**src/rtl/pll_clk_sequencer.sv**
```systemverilog
// Start-up and supervision sequencer for the PLL gated clock outputs: PLL reset, lock
// qualification, staggered clock enables with trailing per-domain resets, and bounded relock retries.
module pll_clk_sequencer #(
    parameter int N_CLK              = 5,
    parameter int PWD_CYCLES         = 64,
    parameter int LOCK_TIMEOUT       = 65536,
    parameter int LOCK_STABLE_CYCLES = 1024,
    parameter int STEP_CYCLES        = 16,
    parameter int RELOCK_RETRIES     = 3,
    localparam int RW                = $clog2(RELOCK_RETRIES + 1)
) (
    input  logic             clk,
    input  logic             rst,
    input  logic             pll_lock,
    input  logic [N_CLK-1:0] req_en,
    output logic             pll_reset,
    output logic [N_CLK-1:0] enclk,
    output logic [N_CLK-1:0] rst_out,
    output logic             ready,
    output logic             fault,
    output logic [RW-1:0]    retry_cnt
);
    localparam int M1 = (PWD_CYCLES > LOCK_TIMEOUT) ? PWD_CYCLES : LOCK_TIMEOUT;
    localparam int M2 = (LOCK_STABLE_CYCLES > STEP_CYCLES) ? LOCK_STABLE_CYCLES : STEP_CYCLES;
    localparam int CMAX = (M1 > M2) ? M1 : M2;
    localparam int CW = $clog2(CMAX + 1);
    localparam int SW = $clog2(N_CLK + 1);

    typedef enum logic [2:0] {RESET_PLL, WAIT_LOCK, STABLE, SEQ_UP, RUN, FAULT} state_t;

    state_t           state_reg;
    logic [CW-1:0]    cnt_reg;
    logic [CW-1:0]    pcnt_reg;
    logic [SW-1:0]    step_reg;
    logic [N_CLK-1:0] pend_reg;
    logic             lock_meta_reg;
    logic             lock_s_reg;
    logic             pll_reset_reg;
    logic [N_CLK-1:0] enclk_reg;
    logic [N_CLK-1:0] rst_out_reg;
    logic             ready_reg;
    logic             fault_reg;
    logic [RW-1:0]    retry_reg;

    logic [N_CLK-1:0] rise;
    logic [N_CLK-1:0] fall;
    logic [N_CLK-1:0] pend_next;
    logic [N_CLK-1:0] step_hot;
    logic [N_CLK-1:0] prev_hot;
    logic [RW-1:0]    retry_next;
    logic             attempt_fail;

    // In RUN the enable register already mirrors the last accepted request, so it doubles
    // as the edge-detect reference for req_en.
    for (genvar gi = 0; gi < N_CLK; gi++) begin : g_chan
        assign rise[gi]      = req_en[gi] & ~enclk_reg[gi];
        assign fall[gi]      = ~req_en[gi] & enclk_reg[gi];
        assign pend_next[gi] = (pend_reg[gi] & ~fall[gi]) | rise[gi];
        assign step_hot[gi]  = (step_reg == SW'(gi));
        assign prev_hot[gi]  = (step_reg == SW'(gi + 1));
    end

    assign retry_next = (retry_reg == RW'(RELOCK_RETRIES)) ? retry_reg : retry_reg + RW'(1);

    // Lock wins over timeout; lock loss wins over any step or request change.
    assign attempt_fail = ((state_reg == WAIT_LOCK) && !lock_s_reg && (cnt_reg == CW'(LOCK_TIMEOUT - 1)))
                       || (((state_reg == SEQ_UP) || (state_reg == RUN)) && !lock_s_reg);

    always_ff @(posedge clk) begin
        if (rst) begin
            state_reg     <= RESET_PLL;
            cnt_reg       <= '0;
            pcnt_reg      <= '0;
            step_reg      <= '0;
            pend_reg      <= '0;
            lock_meta_reg <= 1'b0;
            lock_s_reg    <= 1'b0;
            pll_reset_reg <= 1'b1;
            enclk_reg     <= '0;
            rst_out_reg   <= '1;
            ready_reg     <= 1'b0;
            fault_reg     <= 1'b0;
            retry_reg     <= '0;
        end else begin
            lock_meta_reg <= pll_lock;
            lock_s_reg    <= lock_meta_reg;
            if (attempt_fail) begin
                enclk_reg     <= '0;
                rst_out_reg   <= '1;
                ready_reg     <= 1'b0;
                pend_reg      <= '0;
                cnt_reg       <= '0;
                step_reg      <= '0;
                pll_reset_reg <= 1'b1;
                retry_reg     <= retry_next;
                if (retry_next == RW'(RELOCK_RETRIES)) begin
                    state_reg <= FAULT;
                    fault_reg <= 1'b1;
                end else begin
                    state_reg <= RESET_PLL;
                end
            end else begin
                case (state_reg)
                    RESET_PLL: begin
                        if (cnt_reg == CW'(PWD_CYCLES - 1)) begin
                            cnt_reg       <= '0;
                            pll_reset_reg <= 1'b0;
                            state_reg     <= WAIT_LOCK;
                        end else begin
                            cnt_reg <= cnt_reg + CW'(1);
                        end
                    end
                    WAIT_LOCK: begin
                        if (lock_s_reg) begin
                            cnt_reg   <= '0;
                            state_reg <= STABLE;
                        end else begin
                            cnt_reg <= cnt_reg + CW'(1);
                        end
                    end
                    STABLE: begin
                        if (!lock_s_reg) begin
                            cnt_reg   <= '0;
                            state_reg <= WAIT_LOCK;
                        end else if (cnt_reg == CW'(LOCK_STABLE_CYCLES - 1)) begin
                            cnt_reg   <= '0;
                            step_reg  <= '0;
                            state_reg <= SEQ_UP;
                        end else begin
                            cnt_reg <= cnt_reg + CW'(1);
                        end
                    end
                    SEQ_UP: begin
                        // Step k gates channel k and releases channel k-1 from what it latched.
                        if (cnt_reg == '0) begin
                            enclk_reg   <= (enclk_reg & ~step_hot) | (req_en & step_hot);
                            rst_out_reg <= (rst_out_reg & ~prev_hot) | (~enclk_reg & prev_hot);
                        end
                        if (cnt_reg == CW'(STEP_CYCLES - 1)) begin
                            cnt_reg <= '0;
                            if (step_reg == SW'(N_CLK)) begin
                                state_reg <= RUN;
                                ready_reg <= 1'b1;
                                pend_reg  <= '0;
                                pcnt_reg  <= '0;
                            end else begin
                                step_reg <= step_reg + SW'(1);
                            end
                        end else begin
                            cnt_reg <= cnt_reg + CW'(1);
                        end
                    end
                    RUN: begin
                        enclk_reg <= (enclk_reg & ~fall) | rise;
                        pend_reg  <= pend_next;
                        if (|rise) begin
                            pcnt_reg    <= '0;
                            rst_out_reg <= rst_out_reg | fall;
                        end else if ((|pend_next) && (pcnt_reg == CW'(STEP_CYCLES - 2))) begin
                            rst_out_reg <= (rst_out_reg | fall) & ~pend_next;
                            pend_reg    <= '0;
                        end else begin
                            rst_out_reg <= rst_out_reg | fall;
                            if (|pend_next) begin
                                pcnt_reg <= pcnt_reg + CW'(1);
                            end
                        end
                    end
                    FAULT: begin
                        state_reg <= FAULT;
                    end
                    default: begin
                        state_reg <= RESET_PLL;
                    end
                endcase
            end
        end
    end

    assign pll_reset = pll_reset_reg;
    assign enclk     = enclk_reg;
    assign rst_out   = rst_out_reg;
    assign ready     = ready_reg;
    assign fault     = fault_reg;
    assign retry_cnt = retry_reg;
endmodule

```
**config.mk**
```make
export PLATFORM = sky130hd
export DESIGN_NAME = pll_clk_sequencer
export DESIGN_NICKNAME = d
export VERILOG_FILES = /design/src/rtl/pll_clk_sequencer.sv
export SDC_FILE = /design/constraint.sdc
export NUM_CORES = 1
export LEC_CHECK = 0
export CAP_MARGIN = 20
export CORE_MARGIN = 2
export CORE_UTILIZATION = 57
export CTS_CLUSTER_SIZE = 25
export DETAILED_ROUTE_END_ITERATION = 16
export PLACE_DENSITY = 0.86
export SYNTH_ARGS = -nofsm -noshare
export SYNTH_HDL_FRONTEND = slang
export SYNTH_SLANG_ARGS = --single-unit
```
**constraint.sdc**
```tcl
create_clock -name clk -period 5.5 [get_ports clk]
set_clock_uncertainty 0.15 [all_clocks]
set_input_delay 1.1 -clock clk [delete_from_list [all_inputs] [get_ports clk]]
set_output_delay 1.1 -clock clk [all_outputs]
set_load 0.1 [all_outputs]
```
==> results_dict.tcl <==
set metrics [dict create \
    synthesis.nets 473 \
    hold_class "reg -> reg" \
    slew_viol_final 0 \
    crit_arrival_ps 3830 \
    synthArstFlopShare 0 \
    p_per_area_nw_per_um2 309 \
    max_freq_ghz 0.266 \
    finalPower_w 0.00123 \
    pin_count 23 \
    synth_area_per_cell_um2 7.71 \
    critical_path.max_fanout 19 \
    synthToLayoutAreaGrowth_pct 13.7 \
    criticalPathCategory "reg -> reg" \
    antenna_found_initial 0 \
    drc_errors 0 \
    grt_max_degree 31 \
    track_usage 0.258 \
    dieArea_um2 6800 \
    cp_cell_sequence "ha_1 > nand4_1 > nor3_1 > nand3_1 > nor3_1 > ha_1 > o21ai_0 > o21ai_1 > a21o_1 > nor2_1 > a31oi_1 > o22ai_1" \
    start_util 0.592 \
    core_area_um2 5920 \
    postCtsSetupBuffers 0 \
    dp_slack_ps 1630 \
    place.gp.congestion 0.863 \
    cts_buffers 9 \
    ys.flop_type "dfxtp_1" \
    rsz0062_at_grt "false" \
    path_clk_slew_ps 70 \
    max_stage_delay_ps 620 \
    wl_um 8300 \
    clockBufferDepth 2 \
    netlist_area_um2 3510 \
    fin_tns_setup_ps 0 \
    final_core_util 0.674 \
    grt_pass1_wl_um 13500 \
    crit_path_end_kind "register" \
    dp.cells 531 \
    synthCells 455 \
    nets 485 \
    dpl.hpwl_um 5710 \
    fp.dieW_um 82.4 \
    drtIter0Drc 290 \
    grt_overflow 0 \
    rows 28 \
    crit_buf_inv 0 \
    insertion_delay_ps 360 \
    grt_pass1_vias 3007 \
    cts_root_buffer "clkbuf_8" \
    htreeDepth 3 \
    wl_per_cell_um 15.2 \
    drive_above_1_share 0.0551 \
    cts_tree "yes" \
    viasPerCell 6.31 \
    p_leak_nw 1.40 \
    postRouteAntennaNets 0 \
    antenna_cells 0 \
    fin_crit_sh 0.684 \
    ctsHoldBuffers 0 \
    port_buffers 22 \
    die_y_um 82.4 \
    yosys.cell_types.count 60 \
    cap_viol_max_count 0 \
    min_period_ps 3760 \
    fin_ws_ps 1740 \
    critPathLaunchType "register" \
    ys_ff_latch 62 \
    worst_pin_slew_ps 978 \
    setup_viol 0 \
    outcome "finished clean" \
    final_cells 547 \
    synth_edf_count 0 \
    crit_family "simple AND/OR/NAND/NOR gates" \
    crit_required_ps 5570 \
    yosys_warnings 0 \
    slew_headroom 0.345 \
    post_cts_resized 0 \
    crit_path_top_delay_cell "a21o_1" \
    yosysSeqAreaShare 0.354 \
    clock-sinks 62 \
    irDropWorstVdd_uv 203 \
    first_pass_iters 5 \
    hold_violations 0 \
    vias 3450 \
]
## cells in the mapped netlist, types with 4 or more instances
library cell / instances / share of area
a21oi_1: 25 / 0.036
a22oi_1: 4 / 0.0086
a31oi_1: 6 / 0.011
and2_1: 4 / 0.0071
and3_1: 9 / 0.016
clkbuf_1: 17 / 0.018
dfxtp_1: 62 / 0.35
ha_1: 10 / 0.036
inv_1: 25 / 0.027
mux2i_1: 5 / 0.014
nand2_1: 54 / 0.058
nand2b_1: 5 / 0.0089
nand3_1: 18 / 0.026
nand4_1: 19 / 0.034
nor2_1: 39 / 0.042
nor2b_1: 7 / 0.012
nor3_1: 14 / 0.020
nor4_1: 7 / 0.012
o21ai_0: 17 / 0.024
o21ai_1: 17 / 0.024
o22ai_1: 5 / 0.0089
o311ai_1: 5 / 0.012
o31ai_1: 11 / 0.024
or3_1: 8 / 0.014
or4_1: 9 / 0.019
## worst register-to-register path: stages (launching register included)
cell and delay, ps:
dfxtp_1 420, ha_1 300, nand4_1 170, nor3_1 350, nand3_1 150, nor3_1 240
ha_1 180, o21ai_0 70, o21ai_1 210, a21o_1 620, nor2_1 420, a31oi_1 250
o22ai_1 110
## metal layers
| metal | global-route usage | part of all wire |
|---|---|---|
| met1 | 0.338 | 0.45 |
| met2 | 0.410 | 0.47 |
| met3 | 0.0652 | 0.063 |
| met4 | 0.0917 | 0.017 |
| met5 | 0 | 0 |
## placed cells by master, fill, tap and decap left out, types with 4 or more instances in the layout
cell | Yosys | final
nor3_1 | 14 | 14
o311ai_1 | 5 | 5
or3_1 | 8 | 8
a31oi_1 | 6 | 6
nand4_1 | 19 | 19
o22ai_1 | 5 | 5
inv_1 | 25 | 25
a21oi_1 | 25 | 25
a22oi_1 | 4 | 4
and2_1 | 4 | 4
nand3_1 | 18 | 18
nand2b_1 | 5 | 5
dfxtp_1 | 62 | 62
nor2_1 | 39 | 39
o21ai_1 | 17 | 17
clkdlybuf4s50_1 | 0 | 22
nand2_1 | 54 | 54
nor4_1 | 7 | 7
clkbuf_8 | 0 | 11
ha_1 | 10 | 10
o21ai_0 | 17 | 17
and3_1 | 9 | 9
nor2b_1 | 7 | 7
or4_1 | 9 | 9
o31ai_1 | 11 | 11
mux2i_1 | 5 | 5
## report_power, final
part | switching [W] | internal, W
Combinational | 0.000150 | 0.0000784
Sequential | 0.0000324 | 0.000467
Clock | 0.000179 | 0.000326
## per-stage QoR
step	hold slack, ps	area (um^2)
final	319	3990
after floorplan	264	3510
after detailed placement	295	3740
after global placement	274	3740
after CTS	312	3990
after global routing	335	3990
## area by class of cell
type / count / area (um^2)
multi-input combinational: 346 / 2080
fill: 475 / 1930
sequential: 62 / 1240
timing repair buffer: 23 / 228
clock buffer: 13 / 159
inverter: 25 / 93.8
tap: 75 / 93.8
clock inverter: 3 / 90.1
## worst paths after layout
check	slack, ps	startpoint	to	depth (start not counted)
setup reg to reg	1740	cnt_reg[1]$_SDFFE_PP0P_	cnt_reg[12]$_SDFFE_PP0P_	12
hold / removal	320	lock_meta_reg$_SDFF_PP0_	lock_s_reg$_SDFF_PP0_	1
hold reg to reg	320	lock_meta_reg$_SDFF_PP0_	lock_s_reg$_SDFF_PP0_	1
setup / recovery	1740	cnt_reg[1]$_SDFFE_PP0P_	cnt_reg[12]$_SDFFE_PP0P_	12
## kinds of logic after synthesis
logic type / count (synthesis) / synth area share
simple gates: 206 / 0.304
compound gates: 117 / 0.217
flops: 62 / 0.354
buf+inv: 47 / 0.0524
fa+ha+maj: 10 / 0.0357
mux: 9 / 0.0271
xor+xnor: 4 / 0.00999
(Power assumes the default switching activity.)
